[src/rtl/inst_fetch_pkg.sv]
`default_nettype none
// ============================================================================
// inst_fetch_pkg : shared widths, bus types and FSM encoding for the fetch stage
// Revision 1.0
// ============================================================================
package inst_fetch_pkg;

    localparam int INST_W    = 32;
    localparam int ADDR_W    = 32;
    localparam int BPB_PKT_W = 34;

    typedef logic [INST_W-1:0]    inst_t;
    typedef logic [ADDR_W-1:0]    addr_t;
    typedef logic [BPB_PKT_W-1:0] bpb_pkt_t;

    typedef enum logic [1:0] {
        FETCH_IDLE = 2'd0,
        FETCH_REQ  = 2'd1,
        FETCH_WAIT = 2'd2
    } fetch_state_e;

    // The I-cache always returns a naturally aligned 8-byte pair.
    function automatic addr_t fetch_align(input addr_t a);
        return {a[ADDR_W-1:3], 3'b000};
    endfunction

endpackage
`default_nettype wire

[src/rtl/inst_fetch_if.sv]
`default_nettype none
// ============================================================================
// inst_fetch_if : I-cache request/response and instruction-buffer write bundle
// Revision 1.0
// ============================================================================
interface inst_fetch_if;
    import inst_fetch_pkg::*;

    logic     inst_req;
    addr_t    inst_addr;
    logic     inst_addr_ok;
    logic     [63:0] inst_rdata;
    logic     inst_data_ok;
    logic     pred_taken1;
    logic     pred_taken2;
    addr_t    pred_target;
    bpb_pkt_t pred_pkt1;
    bpb_pkt_t pred_pkt2;

    logic     instbuffer_full;
    inst_t    inst_o1;
    inst_t    inst_o2;
    addr_t    inst_addr_o1;
    addr_t    inst_addr_o2;
    logic     inst_valid1;
    logic     inst_valid2;
    bpb_pkt_t predict_pkt1;
    bpb_pkt_t predict_pkt2;

    modport master (
        output inst_req, inst_addr,
        input  inst_addr_ok, inst_rdata, inst_data_ok,
        input  pred_taken1, pred_taken2, pred_target, pred_pkt1, pred_pkt2,
        input  instbuffer_full,
        output inst_o1, inst_o2, inst_addr_o1, inst_addr_o2,
        output inst_valid1, inst_valid2, predict_pkt1, predict_pkt2
    );

    modport slave (
        input  inst_req, inst_addr,
        output inst_addr_ok, inst_rdata, inst_data_ok,
        output pred_taken1, pred_taken2, pred_target, pred_pkt1, pred_pkt2,
        output instbuffer_full,
        input  inst_o1, inst_o2, inst_addr_o1, inst_addr_o2,
        input  inst_valid1, inst_valid2, predict_pkt1, predict_pkt2
    );

endinterface
`default_nettype wire

[src/rtl/inst_fetch_pc_gen.sv]
`default_nettype none
// ============================================================================
// fetch_pc_gen : next-PC, delay-slot tracking and slot-valid selection
// Revision 1.0
// ============================================================================
module fetch_pc_gen
    import inst_fetch_pkg::*;
(
    input  addr_t pc,
    input  logic  ds_pending,
    input  addr_t ds_target,
    input  logic  accept,
    input  logic  pred_taken1,
    input  logic  pred_taken2,
    input  addr_t pred_target,
    input  logic  flush,
    input  addr_t flush_pc,
    output addr_t pc_next,
    output logic  ds_pending_next,
    output addr_t ds_target_next,
    output logic  slot1_valid,
    output logic  slot2_valid
);

    always_comb begin
        pc_next         = pc;
        ds_pending_next = ds_pending;
        ds_target_next  = ds_target;
        slot1_valid     = 1'b0;
        slot2_valid     = 1'b0;

        if (flush) begin
            pc_next         = flush_pc;
            ds_pending_next = 1'b0;
        end else if (accept) begin
            slot1_valid = 1'b1;
            if (ds_pending) begin
                // Delay-slot fetch: keep only the slot, then jump to the saved target.
                pc_next         = ds_target;
                ds_pending_next = 1'b0;
            end else if (!pc[2]) begin
                slot2_valid = 1'b1;
                pc_next     = pc + 32'd8;
                if (pred_taken1) begin
                    pc_next = pred_target;
                end else if (pred_taken2) begin
                    ds_pending_next = 1'b1;
                    ds_target_next  = pred_target;
                end
            end else begin
                pc_next = pc + 32'd4;
                if (pred_taken1) begin
                    ds_pending_next = 1'b1;
                    ds_target_next  = pred_target;
                end
            end
        end
    end

endmodule
`default_nettype wire

[src/rtl/inst_fetch.sv]
`default_nettype none
// ============================================================================
// inst_fetch : dual-issue fetch stage, owns the PC and feeds the instruction buffer
// Revision 1.0
// ============================================================================
module inst_fetch
    import inst_fetch_pkg::*;
#(
    parameter addr_t RESET_PC = 32'hBFC0_0000
) (
    input  logic         clk,
    input  logic         rst,
    input  logic         flush,
    input  addr_t        flush_pc,
    inst_fetch_if.master bus
);

    fetch_state_e r_state;
    fetch_state_e w_state_next;
    addr_t        r_pc;
    addr_t        r_ds_target;
    logic         r_ds_pending;
    logic         r_discard;

    logic         w_launch;
    logic         w_accept;
    logic         w_data_ok_wait;
    addr_t        w_pc_next;
    addr_t        w_ds_target_next;
    logic         w_ds_pending_next;
    logic         w_slot1_valid;
    logic         w_slot2_valid;

    logic         r_inst_req;
    addr_t        r_inst_addr;
    inst_t        r_inst_o1;
    inst_t        r_inst_o2;
    addr_t        r_inst_addr_o1;
    addr_t        r_inst_addr_o2;
    logic         r_inst_valid1;
    logic         r_inst_valid2;
    bpb_pkt_t     r_predict_pkt1;
    bpb_pkt_t     r_predict_pkt2;

    assign w_data_ok_wait = (r_state == FETCH_WAIT) && bus.inst_data_ok;

    always_comb begin
        w_state_next = r_state;
        w_launch     = 1'b0;
        w_accept     = 1'b0;
        case (r_state)
            FETCH_IDLE: begin
                if (!bus.instbuffer_full) begin
                    w_state_next = FETCH_REQ;
                    w_launch     = 1'b1;
                end
            end
            FETCH_REQ: begin
                if (bus.inst_addr_ok) begin
                    w_state_next = FETCH_WAIT;
                end
            end
            FETCH_WAIT: begin
                if (bus.inst_data_ok) begin
                    w_accept = !r_discard;
                    if (!bus.instbuffer_full) begin
                        w_state_next = FETCH_REQ;
                        w_launch     = 1'b1;
                    end else begin
                        w_state_next = FETCH_IDLE;
                    end
                end
            end
            default: begin
                w_state_next = FETCH_IDLE;
            end
        endcase
    end

    fetch_pc_gen u_pc_gen (
        .pc              (r_pc),
        .ds_pending      (r_ds_pending),
        .ds_target       (r_ds_target),
        .accept          (w_accept),
        .pred_taken1     (bus.pred_taken1),
        .pred_taken2     (bus.pred_taken2),
        .pred_target     (bus.pred_target),
        .flush           (flush),
        .flush_pc        (flush_pc),
        .pc_next         (w_pc_next),
        .ds_pending_next (w_ds_pending_next),
        .ds_target_next  (w_ds_target_next),
        .slot1_valid     (w_slot1_valid),
        .slot2_valid     (w_slot2_valid)
    );

    always_ff @(posedge clk) begin
        if (rst) begin
            r_state      <= FETCH_IDLE;
            r_pc         <= RESET_PC;
            r_ds_pending <= 1'b0;
            r_ds_target  <= '0;
            r_discard    <= 1'b0;
        end else begin
            r_state      <= w_state_next;
            r_pc         <= w_pc_next;
            r_ds_pending <= w_ds_pending_next;
            r_ds_target  <= w_ds_target_next;
            // A response still owed for the old stream must be dropped when it lands.
            if (flush && ((r_state == FETCH_REQ) ||
                          ((r_state == FETCH_WAIT) && !bus.inst_data_ok))) begin
                r_discard <= 1'b1;
            end else if (w_data_ok_wait) begin
                r_discard <= 1'b0;
            end
        end
    end

    always_ff @(posedge clk) begin
        if (rst) begin
            r_inst_req     <= 1'b0;
            r_inst_addr    <= '0;
            r_inst_o1      <= '0;
            r_inst_o2      <= '0;
            r_inst_addr_o1 <= '0;
            r_inst_addr_o2 <= '0;
            r_inst_valid1  <= 1'b0;
            r_inst_valid2  <= 1'b0;
            r_predict_pkt1 <= '0;
            r_predict_pkt2 <= '0;
        end else begin
            r_inst_req    <= (w_state_next == FETCH_REQ);
            r_inst_valid1 <= w_slot1_valid;
            r_inst_valid2 <= w_slot2_valid;
            // Address is captured only at launch so a flush never alters a held request.
            if (w_launch) begin
                r_inst_addr <= fetch_align(w_pc_next);
            end
            if (w_slot1_valid) begin
                r_inst_o1      <= r_pc[2] ? bus.inst_rdata[63:32] : bus.inst_rdata[31:0];
                r_inst_addr_o1 <= r_pc;
                r_predict_pkt1 <= bus.pred_pkt1;
            end
            if (w_slot2_valid) begin
                r_inst_o2      <= bus.inst_rdata[63:32];
                r_inst_addr_o2 <= r_pc + 32'd4;
                r_predict_pkt2 <= bus.pred_pkt2;
            end
        end
    end

    assign bus.inst_req     = r_inst_req;
    assign bus.inst_addr    = r_inst_addr;
    assign bus.inst_o1      = r_inst_o1;
    assign bus.inst_o2      = r_inst_o2;
    assign bus.inst_addr_o1 = r_inst_addr_o1;
    assign bus.inst_addr_o2 = r_inst_addr_o2;
    assign bus.inst_valid1  = r_inst_valid1;
    assign bus.inst_valid2  = r_inst_valid2;
    assign bus.predict_pkt1 = r_predict_pkt1;
    assign bus.predict_pkt2 = r_predict_pkt2;

endmodule
`default_nettype wire

[src/flat_wrapper.sv]
// flat-port wrapper written by rule: the top's interface ports become plain ports
module inst_fetch_flat import inst_fetch_pkg::*;
#(
    parameter addr_t RESET_PC = 32'hBFC0_0000
)
  (clk, rst, flush, flush_pc, bus_inst_req, bus_inst_addr, bus_inst_addr_ok, bus_inst_rdata, bus_inst_data_ok, bus_pred_taken1, bus_pred_taken2, bus_pred_target, bus_pred_pkt1, bus_pred_pkt2, bus_instbuffer_full, bus_inst_o1, bus_inst_o2, bus_inst_addr_o1, bus_inst_addr_o2, bus_inst_valid1, bus_inst_valid2, bus_predict_pkt1, bus_predict_pkt2);
  inst_fetch_if bus_i ();
  input  logic clk;
  input  logic rst;
  input  logic flush;
  input  addr_t flush_pc;
  output wire logic [$bits(bus_i.inst_req)-1:0] bus_inst_req;
  output wire logic [$bits(bus_i.inst_addr)-1:0] bus_inst_addr;
  input wire logic [$bits(bus_i.inst_addr_ok)-1:0] bus_inst_addr_ok;
  input wire logic [$bits(bus_i.inst_rdata)-1:0] bus_inst_rdata;
  input wire logic [$bits(bus_i.inst_data_ok)-1:0] bus_inst_data_ok;
  input wire logic [$bits(bus_i.pred_taken1)-1:0] bus_pred_taken1;
  input wire logic [$bits(bus_i.pred_taken2)-1:0] bus_pred_taken2;
  input wire logic [$bits(bus_i.pred_target)-1:0] bus_pred_target;
  input wire logic [$bits(bus_i.pred_pkt1)-1:0] bus_pred_pkt1;
  input wire logic [$bits(bus_i.pred_pkt2)-1:0] bus_pred_pkt2;
  input wire logic [$bits(bus_i.instbuffer_full)-1:0] bus_instbuffer_full;
  output wire logic [$bits(bus_i.inst_o1)-1:0] bus_inst_o1;
  output wire logic [$bits(bus_i.inst_o2)-1:0] bus_inst_o2;
  output wire logic [$bits(bus_i.inst_addr_o1)-1:0] bus_inst_addr_o1;
  output wire logic [$bits(bus_i.inst_addr_o2)-1:0] bus_inst_addr_o2;
  output wire logic [$bits(bus_i.inst_valid1)-1:0] bus_inst_valid1;
  output wire logic [$bits(bus_i.inst_valid2)-1:0] bus_inst_valid2;
  output wire logic [$bits(bus_i.predict_pkt1)-1:0] bus_predict_pkt1;
  output wire logic [$bits(bus_i.predict_pkt2)-1:0] bus_predict_pkt2;
  assign bus_inst_req = bus_i.inst_req;
  assign bus_inst_addr = bus_i.inst_addr;
  assign bus_i.inst_addr_ok = bus_inst_addr_ok;
  assign bus_i.inst_rdata = bus_inst_rdata;
  assign bus_i.inst_data_ok = bus_inst_data_ok;
  assign bus_i.pred_taken1 = bus_pred_taken1;
  assign bus_i.pred_taken2 = bus_pred_taken2;
  assign bus_i.pred_target = bus_pred_target;
  assign bus_i.pred_pkt1 = bus_pred_pkt1;
  assign bus_i.pred_pkt2 = bus_pred_pkt2;
  assign bus_i.instbuffer_full = bus_instbuffer_full;
  assign bus_inst_o1 = bus_i.inst_o1;
  assign bus_inst_o2 = bus_i.inst_o2;
  assign bus_inst_addr_o1 = bus_i.inst_addr_o1;
  assign bus_inst_addr_o2 = bus_i.inst_addr_o2;
  assign bus_inst_valid1 = bus_i.inst_valid1;
  assign bus_inst_valid2 = bus_i.inst_valid2;
  assign bus_predict_pkt1 = bus_i.predict_pkt1;
  assign bus_predict_pkt2 = bus_i.predict_pkt2;
  inst_fetch #(.RESET_PC(RESET_PC)) u_core (.clk(clk), .rst(rst), .flush(flush), .flush_pc(flush_pc), .bus(bus_i));
endmodule
[config.mk]
export PLATFORM = sky130hd
export DESIGN_NAME = inst_fetch_flat
export DESIGN_NICKNAME = d
export VERILOG_FILES = /design/src/rtl/inst_fetch_pkg.sv /design/src/rtl/inst_fetch_if.sv /design/src/rtl/inst_fetch_pc_gen.sv /design/src/rtl/inst_fetch.sv /design/src/flat_wrapper.sv
export SDC_FILE = /design/constraint.sdc
export NUM_CORES = 1
export LEC_CHECK = 0
export ABC_AREA = 1
export ABC_CLOCK_PERIOD_IN_PS = 8000
export BUFFER_PORTS_ARGS = -buffer_cell sky130_fd_sc_hd__buf_2
export CORE_AREA = 4 4 166 168
export DETAILED_ROUTE_END_ITERATION = 7
export DIE_AREA = 0 0 170 172
export PLACE_DENSITY_LB_ADDON = 0.1
export SLEW_MARGIN = 20
export SYNTH_ARGS = -nofsm -noshare
export SYNTH_HDL_FRONTEND = slang
export SYNTH_HIERARCHICAL = 1
export SYNTH_SLANG_ARGS = --single-unit
[constraint.sdc]
create_clock -name clk -period 8 [get_ports clk]
set_clock_uncertainty 0.1 [all_clocks]
set_input_delay 1.6 -clock clk [delete_from_list [all_inputs] [get_ports clk]]
set_output_delay 1.6 -clock clk [all_outputs]
set_load 0.005 [all_outputs]
=== Word level (Yosys, flattened, before mapping) ===
Index checks and enable logic that the tools add are counted.

* Bitwise logic cells: 2
* Reduce and logical (&&, ||, !) cells: 12
* Div/mod/pow operators: 0
* Multipliers: 0
* Muxes and demuxes: 33
* Equality and inequality tests: 5
* Magnitude comparators: 0
* Add/subtract/negate cells: 2
* Shift-type cells: 0

{| class="wikitable"
|+ Operator list
! kind !! count
|-
| 32-bit 2-to-1 mux || 10
|-
| 32-bit by 3-bit adder with 32-bit output, second input constant || 1
|-
| 32-bit by 4-bit adder with 32-bit output, second input constant || 1
|-
| 1-bit 2-to-1 mux || 18
|-
| 2-bit 2-to-1 mux || 3
|-
| 2-bit case mux with 3 select lines || 1
|-
| 6-bit AND reduction || 1
|-
| 2-bit nonzero test || 3
|-
| 2-bit by 1-bit == test with 1-bit output, second input constant || 2
|-
| 1-bit logical AND || 3
|-
| 2-bit == test, second input constant || 1
|-
| 1-bit logical NOT || 2
|-
| 2-bit logical NOT || 1
|-
| 2-bit by 1-bit != test with 1-bit output, second input constant || 1
|-
| 2-bit != test, second input constant || 1
|-
| 1-bit inverter || 2
|-
| 1-bit case mux with 2 select lines || 1
|-
| 2-bit OR reduction || 1
|-
| 1-bit logical OR || 1
|}

* Memory bits (writable): 0
* Output and inout bits: 231
* Bits of input ports: 204
* Bits in latches: 0
* Flip-flop bits (word level): 296
* Bits in read-only memories: 0
* Memories: 0

=== Longest topological paths before layout ===
* Depth in word-level cells: 6
* Mapped depth: 15
* Depth with buffers taken out: 14

=== By module ===
Netlist, hierarchy kept.

{| class="wikitable"
|+ By module, submodules not included
! module !! times used !! cells an instance !! sequential area each (sq um) !! area each (sq um)
|-
| inst_fetch || 1 || 1,405 || 5,925.7 || 10,831.6
|-
| fetch_pc_gen || 1 || 482 || 0.0 || 2,507.4
|}

=== Worst setup path before layout ===
No wires, ideal clock.

* Path type: input-to-reg
* Start point: input bus_inst_data_ok
* End point: register u_core.r_inst_o2[29], in the netlist u_core/bus.inst_o2[29]
* Path slack: 4,401 ps
* Setup time: 116 ps
* Stages: 13
* Arrival: 3,384 ps
* Cell sequence: nand2_1 > nor2_1 > inv_2 > clkbuf_1 > nor2_1 > inv_1 > nor3_1 > clkbuf_8 > inv_1 > buf_2 > buf_2 > nor2_1 > nor2_1

* Word-level cells in the longest chain between the ends: 4

{| class="wikitable"
|+ Ends and longest elaborated chain
! item !! RTL line !! RTL
|-
| from (decl) || flat_wrapper.sv:16 || <nowiki>input wire logic [$bits(bus_i.inst_data_ok)-1:0] bus_inst_data_ok;</nowiki>
|-
| 1-bit 2-to-1 mux || inst_fetch.sv:64 || <nowiki>if (bus.inst_data_ok) begin</nowiki>
|-
| 1-bit 2-to-1 mux || inst_fetch.sv:51 || <nowiki>case (r_state)</nowiki>
|-
| via u_core.w_accept || inst_fetch.sv:26 || <nowiki>logic w_accept;</nowiki>
|-
| 1-bit 2-to-1 mux || inst_fetch_pc_gen.sv:35 || <nowiki>end else if (accept) begin</nowiki>
|-
| 1-bit 2-to-1 mux || inst_fetch_pc_gen.sv:32 || <nowiki>if (flush) begin</nowiki>
|-
| via u_core.w_slot2_valid || inst_fetch.sv:32 || <nowiki>logic w_slot2_valid;</nowiki>
|-
| to (signal assigned) || inst_fetch.sv:145 || <nowiki>r_inst_o2 <= bus.inst_rdata[63:32];</nowiki>
|-
| to (decl) || inst_fetch.sv:37 || <nowiki>inst_t r_inst_o2;</nowiki>
|}

The timed path passes the listed nets, and every way through them passes these cells.
A chain may end at the register's enable or synchronous reset.

=== Final worst setup path ===
* Start point: input bus_inst_data_ok
* End point: register u_core.r_ds_target[19]

* Word-level cells in the longest chain between the ends: 3

{| class="wikitable"
|+ Ends and longest elaborated chain
! item !! RTL line !! RTL
|-
| 1-bit 2-to-1 mux || inst_fetch.sv:64 ||
|-
| 1-bit 2-to-1 mux || inst_fetch.sv:51 ||
|-
| via u_core.w_accept || inst_fetch.sv:26 ||
|-
| 6-bit AND reduction (no line) || - ||
|-
| to (signal assigned) || inst_fetch.sv:108 || <nowiki>r_ds_target <= w_ds_target_next;</nowiki>
|-
| to (decl) || inst_fetch.sv:21 || <nowiki>addr_t r_ds_target;</nowiki>
|}

The timed path passes the listed nets, and every way through them passes these cells.

==> results.ini <==
[status]
status=complete, no violations

[clock_network]
cts_inserted_buffers=31
cts_tree=yes
cts.sinks=296
cts_max_path_buffers=3
h-tree-depth=1
clock_latency_ps=570
postCtsSetupRepairBufs=0
postCtsResizedCells=0
cts_root_buf=clkbuf_16
clk_pin_slew_ps=60
cts_hold_buf=0

[logic_synthesis]
syn_area_per_cell_um2=7.07
ys_seq_elements=296
synthFlopType=dfxtp_1
syn-cell-area_um2=13300
async_flop_share_pct=0
yosys_warnings=6
synth_seq_area_share_pct=44.4
syn_inst=1887
synth_cell_types=49
synth_edf_count=0

[sta]
hold_viol=0
setup_viol=0
slew-limit-headroom_pct=33.8
rsz0062_at_grt=false
fmax_mhz=229
whs_ps=369
period_needed_ps=4370
totalNegativeSetupSlack_ps=0
period_share_pct=54.6
drv_slew=0
tightest_slew_ps=993

[global_routing]
grt_pass1_wl_um=71100
grt_pass1_vias=13013
overflow=0
grt_max_degree=136
track_usage_pct=30.0
antenna_found_initial=6

[setup_path]
criticalPathCategory=in2reg
cp-start-kind=input port
crit_arrival_ps=4680
critPathRequiredTime_ps=8310
path_max_fanout=44
cp-end-kind=register

[die]
die_h_um=172
rows=59
ioPinCount=435
dieWidth_um=170
coreArea_um2=25900
dieArea_um2=29200
initial_core_util_pct=51.5

[power]
powerDensity_nw_per_um2=210
power_leakage_nw=8.51
ir_worst_vdd_v=0.000147

[route]
avgViaCountPerCell=5.37
post_drt_wl_per_cell_um=18.1
first_pass_iters=6
wl_um=47300
vias=14024
dr.first_iter.drc_count=1569
ant_nets=0
drc=0

[cells_and_area]
layout_common_cells=nor2_1 (441), buf_2 (431), dfxtp_1 (295)
final_common_cell=nor2_1
area_delta_synth_final_pct=24.9
nNetsFinal=2455
layout-drive-gt1-share_pct=24.3

[placement]
port_buffers=431
dpl.hpwl_um=34200
gp_congestion=0.943

[run]
maxCapViolations=0

[min_path]
hp-class=reg2reg

-- metrics by stage --
step	cell area (um^2)	setup slack, ps	total power, mW	utilization [%]	cells
after floorplan	13300	4400	1.73	-	1889
after global placement	15500	3280	1.87	59.7	2551
after detailed placement	15500	3140	1.88	59.7	2551
after CTS	16600	3740	3.51	64.2	2609
after global routing	16700	3430	3.61	64.3	2612
final	16700	3630	3.49	64.3	2612
-- synth_stat cells (4+ instances only) --
cell type,number,area (um^2)
a31oi_1,8,50.1
clkbuf_1,68,255
nand3_1,59,295
and2_1,5,31.3
mux2_4,16,240
o21ai_0,252,1260
nor2_2,6,37.5
nand4_1,7,43.8
dfxtp_1,296,5930
a221oi_1,20,175
nor2_1,442,1660
nor3_1,4,20.0
a21oi_1,171,856
buf_2,26,130
buf_4,10,75.1
inv_2,5,18.8
mux2_2,4,45.0
nor2_4,10,113
o211ai_1,5,37.5
nand2_1,241,905
inv_1,175,657
xor2_1,11,96.3
xnor2_1,4,35.0
-- logic make-up after synthesis --
kind of cell	after synthesis	synth area share, %
simple gates	786	24.2
compound gates	469	18.6
flops	296	44.4
buf+inv	296	9.26
mux	22	2.29
xor+xnor	15	0.985
fa+ha+maj	2	0.188
other cells	1	0.0281
-- sequential cells by signal, indices dropped and copies added, names as in the netlist, 2 cells and up --
register	count
u_core/bus.inst_addr	29
u_core/bus.inst_addr_o1	32
u_core/bus.inst_addr_o2	32
u_core/bus.inst_o1	32
u_core/bus.inst_o2	32
u_core/bus.predict_pkt1	34
u_core/bus.predict_pkt2	34
u_core/r_ds_target	32
u_core/r_pc	32
u_core/r_state	2
-- report_power, final --
group | switching [mW] | total (mW) | internal [mW]
Combinational | 0.178 | 0.287 | 0.110
Sequential | 0.0494 | 1.56 | 1.51
Clock | 0.613 | 1.64 | 1.03
-- routing by layer --
metal  global-route usage, %  wire length, um  vias to the layer above
li1                        -                -                     6802
met1                    41.0            19800                     6401
met2                    48.3            21400                      714
met3                    5.94             4560                      101
met4                    9.55             1510                        6
met5                       0               42                        -
-- critical path, stage by stage --
cell and delay, ps:
buf_2 100, nand2_1 70, nor2_1 380, inv_2 430
nor2_2 500, inv_2 130, nor2_4 320, nand3_4 560
mux2_4 490, inv_1 50, nor2_1 30
-- worst paths after layout --
check / startpoint / endpoint / slack (ps) / cells past startpoint
setup reg to reg: u_core/r_state[1] / u_core/r_ds_target[19] / 4140 / 12
hold reg to reg: u_core/r_discard / u_core/r_discard / 370 / 2
hold / removal: u_core/r_discard / u_core/r_discard / 370 / 2
setup / recovery: bus_inst_data_ok / u_core/r_ds_target[19] / 3630 / 11
-- area by class of cell --
| class | count | area, um^2 |
|---|---|---|
| diodes | 3 | 7.51 |
| flip-flops and latches | 296 | 5930 |
| well taps | 335 | 419 |
| clock inverters | 19 | 345 |
| multi-input cells | 1297 | 6210 |
| inverters | 181 | 687 |
| fillers | 2422 | 9250 |
| repair buffers | 442 | 2240 |
| clock buffers | 39 | 826 |
Power figures use the tool's default switching activity.
